File: src/rtl/led_ctrl_pkg.sv
// Shared definitions for the LED controller: channel mode encodings.
// Imported by the top level and by every channel instance.
package led_ctrl_pkg;

   typedef enum logic [1:0] {
      MODE_OFF   = 2'd0,
      MODE_ON    = 2'd1,
      MODE_BLINK = 2'd2,
      MODE_PWM   = 2'd3
   } mode_t;

endpackage

File: src/rtl/led_chan.sv
// One LED channel: holds its own mode/period/duty, runs a tick-driven counter
// and produces a registered LED drive plus a one-cycle wrap pulse.
module led_chan
   import led_ctrl_pkg::*;
#(
   parameter int               CNT_W      = 25,
   parameter logic [CNT_W-1:0] DEF_PERIOD = CNT_W'(25'd24_999_999)
) (
   input  logic             sys_clk,
   input  logic             sys_rst,
   input  logic             tick,
   input  logic             wr,
   input  mode_t            wr_mode,
   input  logic [CNT_W-1:0] wr_period,
   input  logic [CNT_W-1:0] wr_duty,
   output logic             led,
   output logic             wrap
);

   mode_t            mode;
   logic [CNT_W-1:0] period;
   logic [CNT_W-1:0] duty;
   logic [CNT_W-1:0] cnt;
   logic             run;
   logic             at_end;

   assign run    = tick && ((mode == MODE_BLINK) || (mode == MODE_PWM));
   assign at_end = (cnt >= period);

   // A write restarts the channel from a clean state and suppresses any wrap
   // that would otherwise have happened in the same cycle.
   always_ff @(posedge sys_clk or negedge sys_rst) begin
      if (!sys_rst) begin
         mode   <= MODE_OFF;
         period <= DEF_PERIOD;
         duty   <= '0;
         cnt    <= '0;
         led    <= 1'b0;
         wrap   <= 1'b0;
      end else if (wr) begin
         mode   <= wr_mode;
         period <= wr_period;
         duty   <= wr_duty;
         cnt    <= '0;
         led    <= (wr_mode == MODE_ON);
         wrap   <= 1'b0;
      end else begin
         wrap <= run && at_end;
         if (run) begin
            cnt <= at_end ? '0 : cnt + 1'b1;
         end
         unique case (mode)
            MODE_OFF:   led <= 1'b0;
            MODE_ON:    led <= 1'b1;
            MODE_BLINK: if (run && at_end) led <= ~led;
            MODE_PWM:   led <= (cnt < duty);
         endcase
      end
   end

endmodule

File: src/rtl/led_ctrl.sv
// Multi-channel LED controller: shared tick prescaler, config write decode and
// NUM_CH independent led_chan instances.
module led_ctrl
   import led_ctrl_pkg::*;
#(
   parameter int               NUM_CH     = 4,
   parameter int               CNT_W      = 25,
   parameter int               PRESCALE   = 1,
   parameter logic [CNT_W-1:0] DEF_PERIOD = CNT_W'(25'd24_999_999),
   localparam int              CH_W       = (NUM_CH > 1) ? $clog2(NUM_CH) : 1
) (
   input  logic              sys_clk,
   input  logic              sys_rst,
   input  logic              cfg_valid,
   output logic              cfg_ready,
   input  logic [CH_W-1:0]   cfg_ch,
   input  logic [1:0]        cfg_mode,
   input  logic [CNT_W-1:0]  cfg_period,
   input  logic [CNT_W-1:0]  cfg_duty,
   output logic [NUM_CH-1:0] led_out,
   output logic [NUM_CH-1:0] wrap_pulse
);

   localparam int             PS_W    = (PRESCALE > 1) ? $clog2(PRESCALE) : 1;
   localparam logic [PS_W-1:0] PS_LAST = PS_W'(PRESCALE - 1);

   logic [PS_W-1:0] pre_cnt;
   logic            tick;
   logic            accept;

   assign tick      = (pre_cnt == PS_LAST);
   assign cfg_ready = sys_rst;
   assign accept    = cfg_valid && cfg_ready;

   always_ff @(posedge sys_clk or negedge sys_rst) begin
      if (!sys_rst) begin
         pre_cnt <= '0;
      end else if (tick) begin
         pre_cnt <= '0;
      end else begin
         pre_cnt <= pre_cnt + 1'b1;
      end
   end

   // Channel indices beyond NUM_CH match no instance, so such writes vanish.
   for (genvar i = 0; i < NUM_CH; i++) begin : g_chan
      logic wr;
      assign wr = accept && (32'(cfg_ch) == i);

      led_chan #(
         .CNT_W      (CNT_W),
         .DEF_PERIOD (DEF_PERIOD)
      ) u_chan (
         .sys_clk   (sys_clk),
         .sys_rst   (sys_rst),
         .tick      (tick),
         .wr        (wr),
         .wr_mode   (mode_t'(cfg_mode)),
         .wr_period (cfg_period),
         .wr_duty   (cfg_duty),
         .led       (led_out[i]),
         .wrap      (wrap_pulse[i])
      );
   end

endmodule

File: config.mk
export PLATFORM = sky130hd
export DESIGN_NAME = led_ctrl
export DESIGN_NICKNAME = d
export VERILOG_FILES = /design/src/rtl/led_ctrl_pkg.sv /design/src/rtl/led_chan.sv /design/src/rtl/led_ctrl.sv
export SDC_FILE = /design/constraint.sdc
export NUM_CORES = 1
export LEC_CHECK = 0
export CELL_PAD_IN_SITES_DETAIL_PLACEMENT = 0
export CELL_PAD_IN_SITES_GLOBAL_PLACEMENT = 2
export CORE_ASPECT_RATIO = 1.25
export CORE_MARGIN = 2
export CORE_UTILIZATION = 39
export DETAILED_ROUTE_END_ITERATION = 8
export GPL_TIMING_DRIVEN = 0
export PLACE_DENSITY_LB_ADDON = 0.2
export SLEW_MARGIN = 20
export SYNTH_ARGS = -nofsm -noshare
export SYNTH_HDL_FRONTEND = slang
export SYNTH_HIERARCHICAL = 1
export SYNTH_SLANG_ARGS = --single-unit
File: constraint.sdc
create_clock -name sys_clk -period 2.7 [get_ports sys_clk]
set_input_delay 0.27 -clock sys_clk [delete_from_list [all_inputs] [get_ports sys_clk]]
set_output_delay 0.27 -clock sys_clk [all_outputs]
set_load 0.005 [all_outputs]
==> results.json, run 1 <==
{
  "num_vias": 16000,
  "n_antenna_cell": 0,
  "fmax_ghz": 0.3764,
  "syn_area_um2": 18760,
  "drive_above_1_share_pct": 12.87,
  "max-vdd-ir-drop_mv": 0.3530,
  "met2_usage_pct": 40.45,
  "yosys.area.top_type": "dfrtp_1",
  "worst_pin_slew_ns": 0.8912,
  "p_int_mw": 9.738,
  "routed_wl_um": 62200,
  "dp_cells": 2810,
  "antenna_found_initial": 0,
  "layout.nets": 2500,
  "outcome": "finished clean",
  "slew_violations": 0,
  "setup_viol": 0,
  "top_usage_layer": "met2",
  "async_flop_share_pct": 100.0,
  "syn-instance-count": 2086,
  "worst_r2r_startpoint": "g_chan[0].u_chan/period[22]$_DFFE_PN1P_",
  "power_frac_seq_pct": 42.7,
  "postSynthAreaPerCell_um2": 8.995,
  "hold_class": "input pin to async pin",
  "switching_power_mw": 4.426,
  "ys_ff_latch": 316,
  "crit_path_max_fanout": 2,
  "slew_headroom_pct": 40.43,
  "fin_crit_sh_pct": 98.39,
  "skew_ns": 0.01310,
  "met3_usage_pct": 2.616,
  "rrSetupSlack_ns": 0.04,
  "pwr-share-clk_pct": 34.9,
  "r2r_cells": 9,
  "p_leak_nw": 10.05,
  "cts_tree": "done",
  "pre_cts_ws_ns": -0.5343,
  "grt_first_pass_wirelength_um": 94670,
  "rows": 89,
  "htree_levels": 2,
  "avgViaCountPerCell": 5.505,
  "post-dp-hpwl_um": 44380,
  "finalHoldViolCount": 0,
  "routedWlPerCell_um": 21.40,
  "cts_buffers": 37,
  "drt_first_pass_iters": 6,
  "final-instance-count-excl-fill": 2906,
  "grt_pass1_vias": 15440,
  "io_pins": 66,
  "core_area_um2": 47330,
  "root_buffer": "clkbuf_16",
  "ys_seq_area_share_pct": 42.60,
  "clock_sinks": 316,
  "period_needed_ns": 2.656,
  "cp.arrival_ns": 3.09,
  "grtUsageTotal_pct": 24.76,
  "drcViolationCount": 0,
  "die_y_um": 249.2,
  "endpoint_kind": "flip-flop",
  "gp_congestion": 0.8171,
  "cts_buffer_depth": 3,
  "synthTopCellsByArea": "dfrtp_1 33%, ha_1 13%, dfstp_2 9.5%",
  "synth_edf_count": 0,
  "clk_latency_ns": 0.56,
  "reg2reg_to": "g_chan[0].u_chan/led$_DFFE_PN0P_",
  "die_w_um": 200.2,
  "hold_ws_ns": 0.05019,
  "power.density_nw_per_um2": 629.4,
  "crit_type": "flip-flop to flip-flop",
  "dieArea_um2": 49900,
  "critical_path_required_ns": 3.13,
  "synth.distinct_cells": 52,
  "ys_warn_count": 6,
  "synth_top_area_share_pct": 33.07,
  "syn_to_final_growth_pct": 19.93,
  "swShare_pct": 31.25,
  "port_buffers": 65,
  "rsz0062_at_grt": "yes",
  "start_util_pct": 39.65,
  "start_kind": "flip-flop",
  "grt.met1_usage_pct": 33.61,
  "synth_top_flop_cell": "dfrtp_1",
  "globalRouteOverflowTotal": 0,
  "antenna_left": 0,
  "grt_max_degree": 91,
  "combinationalPowerShare_pct": 22.4,
  "clk_pin_slew_worst_paths_ns": 0.06,
  "layout_setup_ws_ns": 0.04359,
  "cap_violations": 0,
  "drtIter0Drc": 1001
}
[how the worst max path moves through the flow]
| stage | from | endpoint | slack [ns] | cells after the start |
|---|---|---|---|---|
| after floorplan | g_chan[0].u_chan/period[22]$_DFFE_PN1P_ | g_chan[0].u_chan/cnt[14]$_DFFE_PN0P_ | 0.29 | 9 |
| after global routing | g_chan[0].u_chan/period[18]$_DFFE_PN1P_ | g_chan[0].u_chan/led$_DFFE_PN0P_ | -0.04 | 9 |
| after detailed placement | sys_rst | g_chan[1].u_chan/cnt[17]$_DFFE_PN0P_ | -0.53 | 9 |
| after global placement | sys_rst | g_chan[1].u_chan/cnt[7]$_DFFE_PN0P_ | -13.89 | 8 |
| after CTS | g_chan[0].u_chan/period[22]$_DFFE_PN1P_ | g_chan[0].u_chan/cnt[6]$_DFFE_PN0P_ | 0.001 | 10 |
| final | g_chan[0].u_chan/period[22]$_DFFE_PN1P_ | g_chan[0].u_chan/led$_DFFE_PN0P_ | 0.04 | 9 |
[state kept, by name (all words and copies together), names as in the netlist]
register,flops
g_chan.u_chan/led,4
g_chan.u_chan/duty,100
g_chan.u_chan/period,100
g_chan.u_chan/cnt,100
g_chan.u_chan/mode,8
g_chan.u_chan/wrap,4
[placed cells by master (no fill, tap or decap), types with 9 or more instances in the layout]
master	instances
buf_4	23
o311ai_2	21
nand2_1	353
a21o_1	16
nand2b_1	12
o21ai_1	17
o21ai_0	223
clkdlybuf4s50_1	64
nor2_1	36
a21oi_1	101
nor3_1	27
nand4_1	84
o22ai_1	12
a31oi_1	52
and3_1	44
o311ai_4	9
ha_4	17
dfrtp_1	238
clkbuf_16	40
or2_2	16
ha_1	183
conb_1	20
mux2i_1	12
inv_1	224
dfstp_2	68
clkbuf_1	75
nand3_1	72
dfrtp_2	10
[metrics by stage]
| stage | utilization, % | power [mW] | cell area [um2] | setup TNS [ns] |
|---|---|---|---|---|
| after CTS | 46.03 | 14.16 | 21780 | 0 |
| after global placement | 42.86 | 8.980 | 20280 | -8043.28 |
| after detailed placement | 43.04 | 9.077 | 20370 | -66.28 |
| after floorplan | - | 7.917 | 18840 | 0 |
| final | 47.55 | 14.16 | 22500 | 0 |
| after global routing | 47.55 | 15.04 | 22500 | -0.1884 |
[cell type report]
cell class | count | area [um2]
Fill cell | 4601 | 24820
Tap cell | 637 | 797.0
Inverter | 228 | 855.8
Clock inverter | 6 | 80.08
Multi-Input combinational cell | 1476 | 10120
Buffer | 85 | 431.7
Clock buffer | 59 | 1069
Sequential cell | 316 | 8005
Timing Repair Buffer | 99 | 1146
[critical path, stage by stage, from the launching register on]
cell and delay, ns:
dfstp_2 0.51, inv_1 0.07, ha_4 0.24, a211oi_1 0.22
o22ai_1 0.12, a2111o_1 0.45, buf_6 0.15, a211o_1 0.27
a31oi_1 0.15, mux2_1 0.35
[routing by layer]
metal  wire, um  part of all wire (%)
met5          0                     0
met4       2462                   4.0
met3       2547                   4.1
met2      29330                    47
met1      27860                    45
[cell usage after synthesis, types with 5 or more instances]
cell / instances
nand2b_1: 12
inv_1: 228
buf_4: 5
and4_1: 8
ha_1: 200
a211oi_1: 8
nand4_1: 84
buf_2: 12
a31oi_1: 52
o311ai_2: 28
mux2i_1: 12
buf_1: 8
a21oi_1: 108
nor3b_1: 8
o21ai_0: 224
dfrtp_1: 248
o22ai_1: 12
o311ai_1: 8
or2_2: 16
a22oi_1: 8
a21o_1: 16
and3_1: 44
nor2_1: 36
and2_1: 8
clkbuf_1: 60
mux2_2: 8
nand2_1: 356
nor3_1: 28
nand3_1: 72
o211ai_1: 8
dfstp_2: 68
o21ai_1: 16
o31ai_1: 12
[power groups by stage]
stage                     logic (mW)  clock network (mW)  registers, mW
after floorplan                 1.95                   0           5.97
after global placement          2.85                   0           6.13
after detailed placement        2.95                   0           6.13
after CTS                       3.03                5.08           6.05
after global routing            3.66                5.25           6.13
final                           3.18                4.94           6.05
[logic make-up (layout without fill, tap and decap cells)]
kind of cell	after synthesis	count (layout)	share of synthesized area, %
flops	316	316	42.60
mux	24	24	1.360
compound gates	536	536	18.32
fa+ha+maj	200	200	13.34
simple gates	696	696	17.92
other cells	1	20	0.01998
buf+inv	313	477	6.441
[what timing repair did]
action                     in CTS  in global routing
resized for setup               6                102
hold buffers                    9                  0
pin swaps                      10                 36
setup buffers                   7                 12
hold endpoints to repair       56                  0
setup endpoints to repair      82                 94
cloned                          0                  3
(Power assumes the default switching activity.)
==> run 2: changes to the inputs <==
- CORE_ASPECT_RATIO: 1.25 -> default
- RECOVER_POWER: default -> 50
==> results.json, run 2 (synthesis results as in run 1) <==
{
  "rrSetupSlack_ns": 0.08,
  "startpoint": "g_chan[3].u_chan/cnt[21]$_DFFE_PN0P_",
  "outcome": "finished, violations left",
  "switching_power_mw": 4.594,
  "endpoint_kind": "flip-flop",
  "cp.arrival_ns": 3.08,
  "slew_headroom_pct": -36.08,
  "rows": 80,
  "largestRegisters": "g_chan.u_chan/cnt: 100 flops, g_chan.u_chan/duty: 100 flops, g_chan.u_chan/period: 100 flops",
  "grt_first_pass_wirelength_um": 96770,
  "start_kind": "flip-flop",
  "path_cells": "ha_1, nand4_1, nor3_1, a2111o_1, a211oi_4, nand2_2, buf_6, o311ai_2",
  "fin_crit_sh_pct": 97.15,
  "crit_buf_inv": 1,
  "drt_first_pass_iters": 5,
  "r2r_cells": 8,
  "antenna_found_initial": 0,
  "swShare_pct": 30.83,
  "gp_congestion": 0.8094,
  "p_int_mw": 10.31,
  "hold_class": "input pin to async pin",
  "period_needed_ns": 2.623,
  "p_leak_nw": 10.09,
  "core_area_um2": 47650,
  "drcViolationCount": 0,
  "rsz0062_at_grt": "yes",
  "die_y_um": 223.3,
  "slew_violations": 128,
  "pwr-share-clk_pct": 38.2,
  "violations": "capacitance limit, slew limit",
  "crit_type": "flip-flop to flip-flop",
  "cp-endpoint": "g_chan[3].u_chan/cnt[6]$_DFFE_PN0P_",
  "hold_ws_ns": 0.1338,
  "clock_sinks": 316,
  "layout.nets": 2505,
  "die_w_um": 223.3,
  "routed_wl_um": 63090,
  "cts_tree": "done",
  "drtIter0Drc": 1272,
  "final_common_cell": "nand2_1",
  "topRoutingLayerUsed": "met4",
  "htree_levels": 2,
  "fin_util_pct": 47.01,
  "cts_buffers": 40,
  "root_buffer": "clkbuf_16",
  "clk_latency_ns": 0.56,
  "reg2reg_to": "g_chan[3].u_chan/cnt[6]$_DFFE_PN0P_",
  "power_frac_seq_pct": 40.7,
  "wl_met2_um": 28660,
  "skew_ns": 0.02028,
  "wl_met1_um": 29600,
  "critical_path_required_ns": 3.16,
  "finalHoldViolCount": 0,
  "dp_cells": 2788,
  "port_buffers": 65,
  "regArea_um2": 8006,
  "syn_to_final_growth_pct": 19.38,
  "path_depth": 8,
  "multi_input_area_um2": 9968,
  "grtUsageTotal_pct": 25.70,
  "post-dp-hpwl_um": 44510,
  "crit_path_max_fanout": 10,
  "io_pins": 66,
  "dieArea_um2": 49880,
  "worst_pin_slew_ns": 2.041,
  "clk_pin_slew_worst_paths_ns": 0.06,
  "slowest_stage": "dfrtp_1",
  "cap_violations": 3,
  "worst_r2r_startpoint": "g_chan[3].u_chan/cnt[21]$_DFFE_PN0P_",
  "fmax_ghz": 0.3812,
  "cpPeakStageDelay_ns": 0.49,
  "globalRouteOverflowTotal": 0,
  "setup_viol": 0,
  "num_vias": 16160,
  "n_antenna_cell": 0,
  "antenna_left": 0,
  "drive_above_1_share_pct": 12.94,
  "crit_family": "compound AO/OA/AOI/OAI gates",
  "grt_pass1_vias": 15650,
  "final-instance-count-excl-fill": 2895,
  "power.density_nw_per_um2": 665.3,
  "avgViaCountPerCell": 5.581,
  "start_util_pct": 39.38,
  "max-vdd-ir-drop_mv": 0.3723,
  "routedWlPerCell_um": 21.79,
  "combinationalPowerShare_pct": 21.1,
  "grt_max_degree": 92,
  "wl_met3_um": 2975,
  "final_cell_mix": "354 x nand2_1, 237 x dfrtp_1, 225 x inv_1",
  "cts_buffer_depth": 3,
  "final.fill_count": 4600
}
-- run 2: cell types whose count changed in the layout (fill, tap and decap cells not counted), sizes merged --
cell,change
bufinv,+3
clkdlybuf4s25,+1
inv,+2
buf,-2
clkinv,+4
clkbuf,+3
-- run 2: cell type report --
| class | instances | share of cell area (%) |
|---|---|---|
| Buffer | 85 | 1.843 |
| Sequential cell | 316 | 35.74 |
| Inverter | 228 | 3.821 |
| Clock buffer | 59 | 5.239 |
| Timing Repair Buffer | 101 | 4.491 |
| Tap cell | 615 | 3.435 |
| Multi-Input combinational cell | 1476 | 44.50 |
| Clock inverter | 15 | 0.9272 |
-- run 2: stage by stage --
stage	total power [mW]	setup WS, ns	instance area [um2]	setup TNS [ns]
floorplan	7.917	0.2851	18840	0
global placement	8.982	-14.03	20260	-8108.24
detailed placement	9.092	-0.5579	20340	-83.24
CTS	14.97	-0.04075	22160	-0.04262
global route	15.77	-0.02559	22400	-0.1014
finish	14.90	0.07693	22400	0
-- run 2: per-layer routing --
metal	track usage, %	vias to the layer above
li1	-	7705
met1	36.32	8019
met2	41.14	348
met3	3.345	86
met4	7.828	0
met5	0	-
-- run 2: worst reg2reg max path, stage by stage, from the launching register on --
cell and delay (ns):
dfrtp_1 0.49, ha_1 0.34, nand4_1 0.17, nor3_1 0.09, a2111o_1 0.46, a211oi_4 0.40
nand2_2 0.14, buf_6 0.18, o311ai_2 0.26
-- run 2: worst min path at each step --
stage	from	endpoint	slack, ns	cells after the start
after global placement	g_chan[3].u_chan/period[16]$_DFFE_PN1P_	g_chan[3].u_chan/period[16]$_DFFE_PN1P_	0.48	2
after floorplan	sys_rst	g_chan[0].u_chan/cnt[0]$_DFFE_PN0P_	-0.03	0
after detailed placement	sys_rst	g_chan[1].u_chan/cnt[9]$_DFFE_PN0P_	0.34	1
after global routing	sys_rst	g_chan[3].u_chan/period[0]$_DFFE_PN1P_	0.16	4
final	sys_rst	g_chan[0].u_chan/period[4]$_DFFE_PN1P_	0.13	4
after CTS	sys_rst	g_chan[1].u_chan/cnt[2]$_DFFE_PN0P_	0.02	5
-- run 2: timing repair --
item | in CTS | in global routing
endpoints found under the setup margin | 74 | 96
pin swaps | 22 | 30
endpoints found under the hold margin | 75 | 0
resized for setup | 31 | 52
hold buffers | 9 | 0
cloned | 1 | 1
setup buffers | 12 | 11
-- run 2: power by group through the flow --
stage,registers [mW],clock network (mW),logic [mW]
finish,6.06,5.70,3.14
floorplan,5.97,0,1.95
CTS,6.06,5.83,3.08
global route,6.15,6.01,3.61
global placement,6.14,0,2.84
detailed placement,6.14,0,2.96
